===== config.mk =====
export PLATFORM = sky130hd
export DESIGN_NAME = ndro_pulse_sequencer
export DESIGN_NICKNAME = d
export VERILOG_FILES = /design/src/rtl/ndro_pkg.sv /design/src/rtl/ndro_pulse_timer.sv /design/src/rtl/ndro_pulse_sequencer.sv
export SDC_FILE = /design/constraint.sdc
export NUM_CORES = 1
export LEC_CHECK = 0
export BUFFER_PORTS_ARGS = -buffer_cell sky130_fd_sc_hd__buf_4
export CAP_MARGIN = 40
export CORE_UTILIZATION = 54
export CTS_CLUSTER_SIZE = 25
export DETAILED_ROUTE_END_ITERATION = 12
export PLACE_DENSITY = 0.77
export SLEW_MARGIN = 20
export SYNTH_ARGS = -nofsm -noshare
export SYNTH_HDL_FRONTEND = slang
export SYNTH_SLANG_ARGS = --single-unit

===== constraint.sdc =====
create_clock -name clk -period 3.17 [get_ports clk]
set_clock_uncertainty 0.15 [all_clocks]
set_input_delay 0.317 -clock clk [delete_from_list [all_inputs] [get_ports clk]]
set_output_delay 0.317 -clock clk [all_outputs]
set_load 0.02 [all_outputs]

===== src/rtl/ndro_pkg.sv =====
// Shared types for the NDRO pulse sequencer: command encoding, FSM states and the pulse bundle.
// No logic of its own; op_pulse maps a command onto the single pulse line it drives.
package ndro_pkg;

  typedef enum logic [1:0] {
    OP_NOP   = 2'b00,
    OP_SET   = 2'b01,
    OP_RESET = 2'b10,
    OP_READ  = 2'b11
  } cmd_op_e;

  typedef enum logic [1:0] {
    ST_IDLE  = 2'b00,
    ST_PULSE = 2'b01,
    ST_GUARD = 2'b10
  } state_e;

  typedef struct packed {
    logic set;
    logic reset;
    logic clk;
  } pulse_t;

  function automatic pulse_t op_pulse(input cmd_op_e op);
    pulse_t p;
    p = '0;
    case (op)
      OP_SET:   p.set   = 1'b1;
      OP_RESET: p.reset = 1'b1;
      OP_READ:  p.clk   = 1'b1;
      default:  ;
    endcase
    return p;
  endfunction

endpackage


===== src/rtl/ndro_pulse_timer.sv =====
// Loadable down-counter; expire is high in the last cycle of a loaded interval (count == 1).
// Latency: load at edge k with value N -> expire high in cycle k+N-1; no backpressure, load wins.
module ndro_pulse_timer #(
  parameter int W = 3
) (
  input  logic         clk,
  input  logic         rst_n,
  input  logic         load,
  input  logic [W-1:0] load_val,
  output logic         expire
);

  logic [W-1:0] cnt;

  always_ff @(posedge clk or negedge rst_n) begin
    if (!rst_n) begin
      cnt <= '0;
    end else if (load) begin
      cnt <= load_val;
    end else if (cnt != '0) begin
      cnt <= cnt - 1'b1;
    end
  end

  assign expire = (cnt == W'(1));

endmodule


===== src/rtl/ndro_pulse_sequencer.sv =====
// Drives set/reset/clk pulses into a basic NDRO cell, tracks its expected bit and checks reads.
// Pulse at accept edge, then a forced guard gap; cmd_ready is low outside IDLE and ops are never queued.
module ndro_pulse_sequencer
  import ndro_pkg::*;
#(
  parameter int PULSE_W  = 1,
  parameter int GUARD    = 4,
  parameter int READ_LAT = 2
) (
  input  logic       clk,
  input  logic       rst_n,
  input  logic       cmd_valid,
  input  logic [1:0] cmd_op,
  output logic       cmd_ready,
  output logic       set_o,
  output logic       reset_o,
  output logic       clk_o,
  input  logic       ndro_out_i,
  output logic       rd_valid,
  output logic       rd_data,
  output logic       rd_expect,
  output logic       mismatch,
  output logic [7:0] err_cnt
);

  localparam int CNT_W = $clog2(PULSE_W + GUARD + 1);

  state_e           state;
  pulse_t           pulse;
  cmd_op_e          op;
  logic             model;
  logic             accept;
  logic             phase_load;
  logic             phase_expire;
  logic [CNT_W-1:0] phase_val;
  logic             read_load;
  logic             read_fire;

  assign op        = cmd_op_e'(cmd_op);
  assign cmd_ready = (state == ST_IDLE);
  assign accept    = cmd_valid && cmd_ready;

  // One timer paces both PULSE and GUARD: loaded on a pulsing accept, reloaded as PULSE ends.
  assign phase_load = (accept && (op != OP_NOP)) || ((state == ST_PULSE) && phase_expire);
  assign phase_val  = (state == ST_PULSE) ? CNT_W'(GUARD) : CNT_W'(PULSE_W);
  assign read_load  = accept && (op == OP_READ);

  ndro_pulse_timer #(.W(CNT_W)) u_phase_timer (
    .clk      (clk),
    .rst_n    (rst_n),
    .load     (phase_load),
    .load_val (phase_val),
    .expire   (phase_expire)
  );

  // Read latency overlaps the PULSE/GUARD window, so it needs its own counter.
  ndro_pulse_timer #(.W(CNT_W)) u_read_timer (
    .clk      (clk),
    .rst_n    (rst_n),
    .load     (read_load),
    .load_val (CNT_W'(READ_LAT)),
    .expire   (read_fire)
  );

  always_ff @(posedge clk or negedge rst_n) begin
    if (!rst_n) begin
      state     <= ST_IDLE;
      pulse     <= '0;
      model     <= 1'b0;
      rd_valid  <= 1'b0;
      rd_data   <= 1'b0;
      rd_expect <= 1'b0;
      mismatch  <= 1'b0;
      err_cnt   <= 8'd0;
    end else begin
      rd_valid <= 1'b0;
      case (state)
        ST_IDLE: begin
          if (cmd_valid) begin
            if (op == OP_SET)   model <= 1'b1;
            if (op == OP_RESET) model <= 1'b0;
            if (op != OP_NOP) begin
              state <= ST_PULSE;
              pulse <= op_pulse(op);
            end
          end
        end
        ST_PULSE: begin
          if (phase_expire) begin
            state <= ST_GUARD;
            pulse <= '0;
          end
        end
        ST_GUARD: begin
          if (phase_expire) state <= ST_IDLE;
        end
        default: begin
          state <= ST_IDLE;
          pulse <= '0;
        end
      endcase

      // A read never coincides with a model update: the sample lands inside its own PULSE/GUARD window.
      if (read_fire) begin
        rd_valid  <= 1'b1;
        rd_data   <= ndro_out_i;
        rd_expect <= model;
        if (ndro_out_i != model) begin
          mismatch <= 1'b1;
          if (err_cnt != 8'hFF) err_cnt <= err_cnt + 8'd1;
        end
      end
    end
  end

  assign set_o   = pulse.set;
  assign reset_o = pulse.reset;
  assign clk_o   = pulse.clk;

endmodule


**Word level (Yosys, flattened, before mapping)**

Index checks and enable logic that the tools add are counted.

- $add $sub $neg: 3
- Multipliers: 0
- Divide/modulo/power cells: 0
- $lt $le $gt $ge: 0
- Equal/unequal tests: 13
- Shift operators: 0
- Muxes and demuxes: 20
- Bitwise logic cells: 1
- Reduce and logical (&&, ||, !) cells: 17

Operators with widths:

| kind | number |
|---|---|
| 3-bit 2-to-1 mux | 8 |
| 3-bit case mux with 3 select lines | 1 |
| 8-bit by 1-bit adder with 8-bit output, second input constant | 1 |
| 2-bit 2-to-1 mux | 4 |
| 8-bit inequality test, second input constant | 1 |
| 4-bit AND reduction | 2 |
| 2-bit nonzero test | 4 |
| 2-bit equality test, second input constant | 3 |
| 3-bit by 1-bit equality test with 1-bit output, second input constant | 2 |
| 1-bit 2-to-1 mux | 6 |
| 2-bit inequality test, second input constant | 3 |
| 2-bit case mux with 3 select lines | 1 |
| 3-bit AND reduction | 2 |
| 3-bit nonzero test | 2 |
| 3-bit by 1-bit subtractor with 3-bit output, second input constant | 2 |
| 2-bit by 1-bit equality test with 1-bit output, second input constant | 2 |
| 1-bit logical AND | 4 |
| 2-bit zero test | 1 |
| 2-bit by 1-bit inequality test with 1-bit output, second input constant | 1 |
| 2-bit AND reduction | 1 |
| 1-bit logical OR | 1 |
| 1-bit inequality test | 1 |
| 1-bit inverter | 1 |

- Register bits after elaboration: 24
- Bits in latches: 0
- RAM bits: 0
- ROM bits: 0
- Input bits: 6
- Output and inout port bits: 16
- Word-level logic and storage cells: 66
- Memories kept: 0

**Depth between registers and ports, before layout**

Gate-level depths: netlist of the first run.

- Depth after elaboration: 5
- Gate-level depth with buffers: 7

**Cells and area by module**

Synthesis of the first run repeated with hierarchy kept, for this count alone.

- Cell total of the unflattened synthesis: 132
- Area, all modules: 1385.1 sq um

By module, submodules not included:

| module | times used | cells an instance | area an instance (sq um) | sequential area each (sq um) |
|---|---|---|---|---|
| ndro_pulse_sequencer | 1 | 88 | 947.2 | 450.4 |
| ndro_pulse_timer | 2 | 22 | 219.0 | 75.1 |

**Worst setup path after synthesis of the first run**

Ideal clock, no wire load.

- Kind: reg-to-reg
- Start: register err_cnt[0]
- End: register err_cnt[1]
- Arrival time: 1.556 ns
- Required time: 2.895 ns
- Setup slack: 1.340 ns
- Cell stages (with the launch flop): 5
- Clock period less this slack: 1.830 ns
- Cells stage by stage: dfrtp_1 > ha_1 > and4_4 > a211oi_4 > mux2_2

- Longest elaborated chain between the ends: 2
- Elaborated cells on any way between the ends: 3

Ends and longest elaborated chain:

| item | line | RTL |
|---|---|---|
| from (decl) | ndro_pulse_sequencer.sv:23 | `output logic [7:0] err_cnt` |
| from (signal assigned) | ndro_pulse_sequencer.sv:110 | `if (err_cnt != 8'hFF) err_cnt <= err_cnt + 8'd1;` |
| parallel branches: the longest is 2 deep, another holds 8-bit by 1-bit adder with 8-bit output | - |  |

Parallel ways; which one is timed is not known.
A chain may end at the register's enable or synchronous reset.

**Worst setup path in the final report of the first run**

Same ends and word-level chain as after synthesis.

==> metrics, run 1 <==
latest clock arrival within the worst-skew pair between 300 and 400 ps; Max VDD drop about 0.58 mV; hold_ws 62.4 ps; switching share of power 41.6%; largest net degree at the start of global routing 25; Final ANT Viol Nets 0; CP Cell Sequence ha_1 -> and4_4 -> a211oi_4 -> mux2_2; post-DP HPWL between 1500 and 2000 um; global placement routability congestion about 0.8; Seq pwr share 40.4%; layout net count around 160; CP bufs+invs 0; Cell Count Post-Placement around 160; synthesized area per cell approximately 11 um^2; LEAKAGE 0.735 nW; yosys warns 0; outcome completed; asr flop ratio synth 100%; first-pass GRT wire length approximately 3700 um; starting density of the core between 60% and 70%; non-filler instance count after layout 166; Vias/cell approximately 5.3; Slowest cell on crit path dfrtp_1; sequential share of the synthesized area just under 50%; Synth cell types 27; Mapped Area roughly 1200 um^2; final critical-path required period ~1800 ps; Mapped Nets 131; Crit path max-delay family flip-flops; Synth top area share 48.4%; Seq cells post-synth 24; P per Cell Area 921 nW/um^2; IO Pins 22; synthesized instance count approximately 110; Final Total Pwr ~1.3 mW; Max Slew Vio Count 0; Max Fanout on Critical Path 5; I/O Buffers 21; # fillers between 150 and 200; Die W ~50 um; initial DRC count 4; WL final 2120 um; via count roughly 870; post-CTS sizing 0; n_diodes 0; clk sinks 24; worst r2r src err_cnt[0]; Hold Path Class input port to flop; Slew @ Worst Pin between 400 and 500 ps; core area 2060 um^2; vias in the first global route 870; antenna violations before repair 0; CTS Buffer Depth 2; Final Setup Violations 0; Max-Slew Margin vs Limit 70.8%; fin util between 70% and 80%; max incr delay on CP 450 ps; drt wl/cell roughly 13 um; Comb power frac roughly 50%; DRC viols 0; share of cells above drive strength 1 a little over a fifth; row count 16; sw power between 0.5 and 0.6 mW; grt total ovfl 0; Num CTS Buffers 3; final worst slack roughly 1300 ps; clock-pin slew on the worst setup and hold paths ~120 ps; Setup Buffers After CTS 0; setup TNS 0 ps; maximum clock rate around 0.54 GHz; All-Layer GR Usage around a fifth; crit share post-route between 50% and 60%; Max H-tree Level 1; final instance area around 1500 um^2; Critical Path AT between 1500 and 2000 ps; drt first pass iters 4; critical path type flop to flop; EDFF count, synth 0; critical path startpoint err_cnt[0]; Hold Startpoint cmd_valid; Area growth syn-to-layout 18.0%; die height roughly 50 um; Post-DP Area roughly 1400 um^2; CP Capture Type flop; Int Pwr approximately 0.79 mW; Final Hold Vio Count 0; startpoint types flop; CTS tree yes; ranking of synthesized cells by area dfrtp_1, ha_1, nand2_1, xnor2_1, inv_1; Yosys top cell by area dfrtp_1; RSZ-0062 raised after global routing false; pre-CTS setup slack approximately 1300 ps; clock power share 9.6%; Max-Cap Viols 0; die area between 2000 and 2500 um^2; Main synth FF type dfrtp_1; CTS root buf clkbuf_4; Worst Path Required between 3000 and 4000 ps
[flip-flops by register name (all words and copies together) (netlist names), 2 cells and up]
name	cells
u_read_timer.cnt	3
state	2
err_cnt	8
u_phase_timer.cnt	3
[timing repair]
| action | CTS | global route |
|---|---|---|
| endpoints found under the hold margin | 24 | 0 |
| hold buffers | 1 | 0 |
| endpoints found under the setup margin | 0 | 0 |
[cell type report]
cell class	instances	area, um^2	share of cell area, %
Sequential cell	24	601	41.0
Clock buffer	3	22.5	1.54
Inverter	10	37.5	2.56
Tap cell	27	33.8	2.31
Timing Repair Buffer	22	168	11.4
Multi-Input combinational cell	80	603	41.2
[worst register-to-register path, stage by stage (launching register included)]
cell      delay, ps
dfrtp_1         450
ha_1            240
and4_4          210
a211oi_4        310
mux2_2          370
[synth_stat cells, types with 2 or more instances]
| cell | number |
|---|---|
| nand3_1 | 4 |
| ha_1 | 11 |
| nor3_1 | 3 |
| nand2b_1 | 6 |
| nand4_1 | 2 |
| xnor2_1 | 6 |
| and3_1 | 3 |
| mux2i_1 | 3 |
| xor2_1 | 2 |
| inv_1 | 10 |
| dfrtp_1 | 24 |
| a22o_1 | 3 |
| o21ai_0 | 3 |
| nand2_1 | 14 |
| mux2_2 | 2 |
| nor2_1 | 5 |
| a21oi_1 | 3 |
[power groups by stage]
stage	combinational (mW)	sequential, mW	clock (mW)
2_1_floorplan	0.384	0.621	0
3_3_place_gp	0.654	0.548	0
3_5_place_dp	0.679	0.552	0
4_1_cts	0.684	0.545	0.133
5_1_grt	0.749	0.564	0.142
6_report	0.674	0.545	0.129
[cells by family (layout without fill, tap and decap cells)]
| logic type | count (synthesis) | count (layout) | synth area share, % |
|---|---|---|---|
| simple gates | 42 | 42 | 19.1 |
| xor+xnor | 8 | 8 | 5.65 |
| compound gates | 14 | 14 | 8.57 |
| mux | 5 | 5 | 4.23 |
| flops | 24 | 24 | 48.4 |
| buf+inv | 10 | 35 | 3.02 |
| fa+ha+maj | 11 | 11 | 11.1 |
[layout by cell type (no fill, tap or decap), types with 2 or more instances in the layout]
cell	synthesis	layout
dfrtp_1	24	24
buf_4	0	21
nand2_1	14	14
ha_1	11	11
inv_1	10	10
nand2b_1	6	6
xnor2_1	6	6
nor2_1	5	5
nand3_1	4	4
o21ai_0	3	3
a21oi_1	3	3
a22o_1	3	3
mux2i_1	3	3
nor3_1	3	3
and3_1	3	3
clkbuf_4	0	3
xor2_1	2	2
nand4_1	2	2
mux2_2	2	2
[routing by layer]
metal	part of all wire, %	up-vias	track usage [%]	routed length [um]
li1	-	444	-	-
met1	47	414	26.2	997
met2	48	11	32.2	1030
met3	2.5	5	3.09	52
met4	1.9	0	8.57	40
met5	0	-	0	0
[final timing paths]
| check | end | slack (ps) | cells after the start |
|---|---|---|---|
| setup / recovery | err_cnt[1] | 1330 | 4 |
| min in group asynchronous | u_read_timer.cnt[0] | 290 | 2 |
| hold / removal | u_read_timer.cnt[2] | 60 | 2 |
| setup reg to reg | err_cnt[1] | 1330 | 4 |
| hold reg to reg | mismatch | 330 | 1 |
| max in group asynchronous | err_cnt[0] | 2350 | 2 |
Power figures use the tool's default switching activity.
==> run 2: changes to the inputs <==
--- a/config.mk
+++ b/config.mk
@@ -5,6 +5,7 @@
 export SDC_FILE = /design/constraint.sdc
 export NUM_CORES = 1
 export LEC_CHECK = 0
+export ABC_AREA = 1
 export BUFFER_PORTS_ARGS = -buffer_cell sky130_fd_sc_hd__buf_4
 export CAP_MARGIN = 40
 export CORE_UTILIZATION = 54
==> constraint.sdc (replaced) <==
create_clock -name clk -period 1.8 [get_ports clk]
set_clock_uncertainty 0.15 [all_clocks]
set_input_delay 0.18 -clock clk [delete_from_list [all_inputs] [get_ports clk]]
set_output_delay 0.18 -clock clk [all_outputs]
set_load 0.02 [all_outputs]
==> metrics, run 2 <==
latest clock arrival within the worst-skew pair around 300 ps; Area growth syn-to-layout 16.8%; most flop-heavy register err_cnt; global placement routability congestion 0.807; antenna violations before repair 0; Final Total Pwr around 2.2 mW; Seq cells post-synth 24; clock-pin slew on the worst setup and hold paths 120 ps; CTS tree yes; row count 17; Final Hold Vio Count 0; RSZ-0062 raised after global routing false; critical path type flop to flop; n_diodes 0; hold_ws approximately 36 ps; Mapped Area about 1300 um^2; sw power roughly 0.99 mW; maximum clock rate 0.641 GHz; Max Fanout on Critical Path 8; # fillers 191; CP Capture Type flop; EDFF count, synth 0; most common cell after layout, fill and taps aside nand2_1; Yosys top cell by area dfrtp_1; Critical Path AT 1600 ps; initial DRC count 19; Simple-Gate Fraction of Synth Area between 30% and 40%; Mapped Nets 185; startpoint types flop; asr flop ratio synth 100%; Synth cell types 19; sequential share of the synthesized area 44.8%; Synth Area in Compound Gates under 10%; All-Layer GR Usage a little over a fifth; top cells by count, synth nand2_1, dfrtp_1, inv_1, nor2_1; synthesized area per cell 7.98 um^2; ranking of synthesized cells by area dfrtp_1, nand2_1, ha_1, inv_1, o21ai_0; Max H-tree Level 1; Vias/cell 4.99; share of cells above drive strength 1 between 10% and 20%; WL final 2340 um; Max VDD drop approximately 0.87 mV; largest family of logic cells by synthesized area simple AND/OR/NAND/NOR gates; most frequent cells in the layout nand2_1, dfrtp_1, inv_1, buf_4, nor2_1; Final ANT Viol Nets 0; IO Pins 22; top-count cell post-synth nand2_1; post-synthesis xor/xnor area fraction 3.26%; Max-Slew Margin vs Limit approximately 80%; post-DP HPWL between 1500 and 2000 um; adder-cell area share of the yosys netlist 10.3%; first-pass GRT wire length 4290 um; yosys warns 0; Hold Path Class input port to flop; core area 2280 um^2; Slew @ Worst Pin just under 300 ps; final critical-path required period 1560 ps; Max Slew Vio Count 0; Comb power frac 49.1%; Synth top area share 44.8%; Die W roughly 52 um; die area 2690 um^2; drt first pass iters 4; via count 1,103; largest net degree at the start of global routing 25; Main synth FF type dfrtp_1; CTS Buffer Depth 2; Final Setup Violations 0; layout net count roughly 210; final worst slack 241 ps; Worst Path Required roughly 1800 ps; LEAKAGE about 0.89 nW; clk sinks 24; P per Cell Area roughly 1400 nW/um^2; grt total ovfl 0; setup TNS 0 ps; DRC viols 0; drt wl/cell between 10 and 15 um; top flop regs err_cnt: 8 flops, u_phase_timer.cnt: 3 flops, u_read_timer.cnt: 3 flops; max reg flops 8; vias in the first global route around 1.1k; starting density of the core around 60%; fin util just under 70%; pre-CTS setup slack ~260 ps; I/O Buffers 21; Seq pwr share around two fifths; outcome completed; Num CTS Buffers 3; die height just over 50 um; synthesized instance count approximately 170; crit share post-route 86.6%; clock power share roughly 10%; multiplexer area fraction after synthesis 0%; Int Pwr approximately 1.2 mW; switching share of power ~44%; Max-Cap Viols 0; CTS root buf clkbuf_4
[run 2: changes by cell type after synthesis, moves of 3 or more]
cell	previous run	this run
mux2i_1	3	0
o21ai_0	3	11
nor2_1	5	12
xnor2_1	6	2
inv_1	10	21
nor3_1	3	0
nand3_2	0	4
nand2_1	14	63
a22o_1	3	0
nand2b_1	6	0
[run 2: cells by family (layout without fill, tap and decap cells)]
logic type | Yosys count | after routing
buf+inv | 23 | 48
xor+xnor | 5 | 5
fa+ha+maj | 11 | 11
simple gates | 92 | 92
compound gates | 13 | 13
flops | 24 | 24
[run 2: area by class of cell]
type,count,area (um^2),area share (%)
clock buffers,3,22.5,1.44
inverters,23,86.3,5.51
multi-input cells,121,654,41.8
flip-flops and latches,24,601,38.3
well taps,28,35.0,2.24
repair buffers,22,168,10.7
[run 2: path summary, 6_finish.rpt]
kind | to | slack [ps] | depth (start not counted) | startpoint
worst max-delay path | err_cnt[4] | 240 | 7 | u_read_timer.cnt[1]
worst min-delay path | rd_data | 40 | 3 | ndro_out_i
worst max register to register | err_cnt[4] | 240 | 7 | u_read_timer.cnt[1]
worst min register to register | mismatch | 330 | 2 | mismatch
max in group asynchronous | err_cnt[4] | 1120 | 2 | rst_n
min in group asynchronous | err_cnt[2] | 150 | 2 | rst_n
[run 2: worst max-delay path, stage by stage, from the launching register on]
cell     delay, ps
dfrtp_1        400
inv_1          110
ha_1           230
nand3_2        120
nand2_4        110
nand3_2        170
nand2_1        100
nand2_1         70
[run 2: layer usage]
layer	wire length [um]	up-vias	GRT usage, %
met2	1160	27	38.0
met1	1050	500	25.0
met5	0	-	0
li1	-	570	-
met3	82	6	3.22
met4	46	0	8.56
[run 2: what timing repair did]
item / 4_1_cts / 5_1_grt
gates resized for setup: 0 / 0
setup endpoints to repair: 0 / 0
setup buffers: 0 / 0
hold buffers: 1 / 0
endpoints found under the hold margin: 24 / 0
[run 2: stage by stage]
stage | std cells | area [um^2]
floorplan | 168 | 1340
global placement | 217 | 1530
global route | 221 | 1570
detailed placement | 217 | 1530
CTS | 221 | 1570
finish | 221 | 1570
[run 2: power groups by stage]
| stage | registers, mW | clock network [mW] | logic (mW) |
|---|---|---|---|
| after floorplan | 1.00 | 0 | 0.656 |
| after global placement | 0.911 | 0 | 1.06 |
| after detailed placement | 0.924 | 0 | 1.11 |
| after CTS | 0.913 | 0.234 | 1.11 |
| after global routing | 0.946 | 0.255 | 1.26 |
| final | 0.912 | 0.224 | 1.10 |
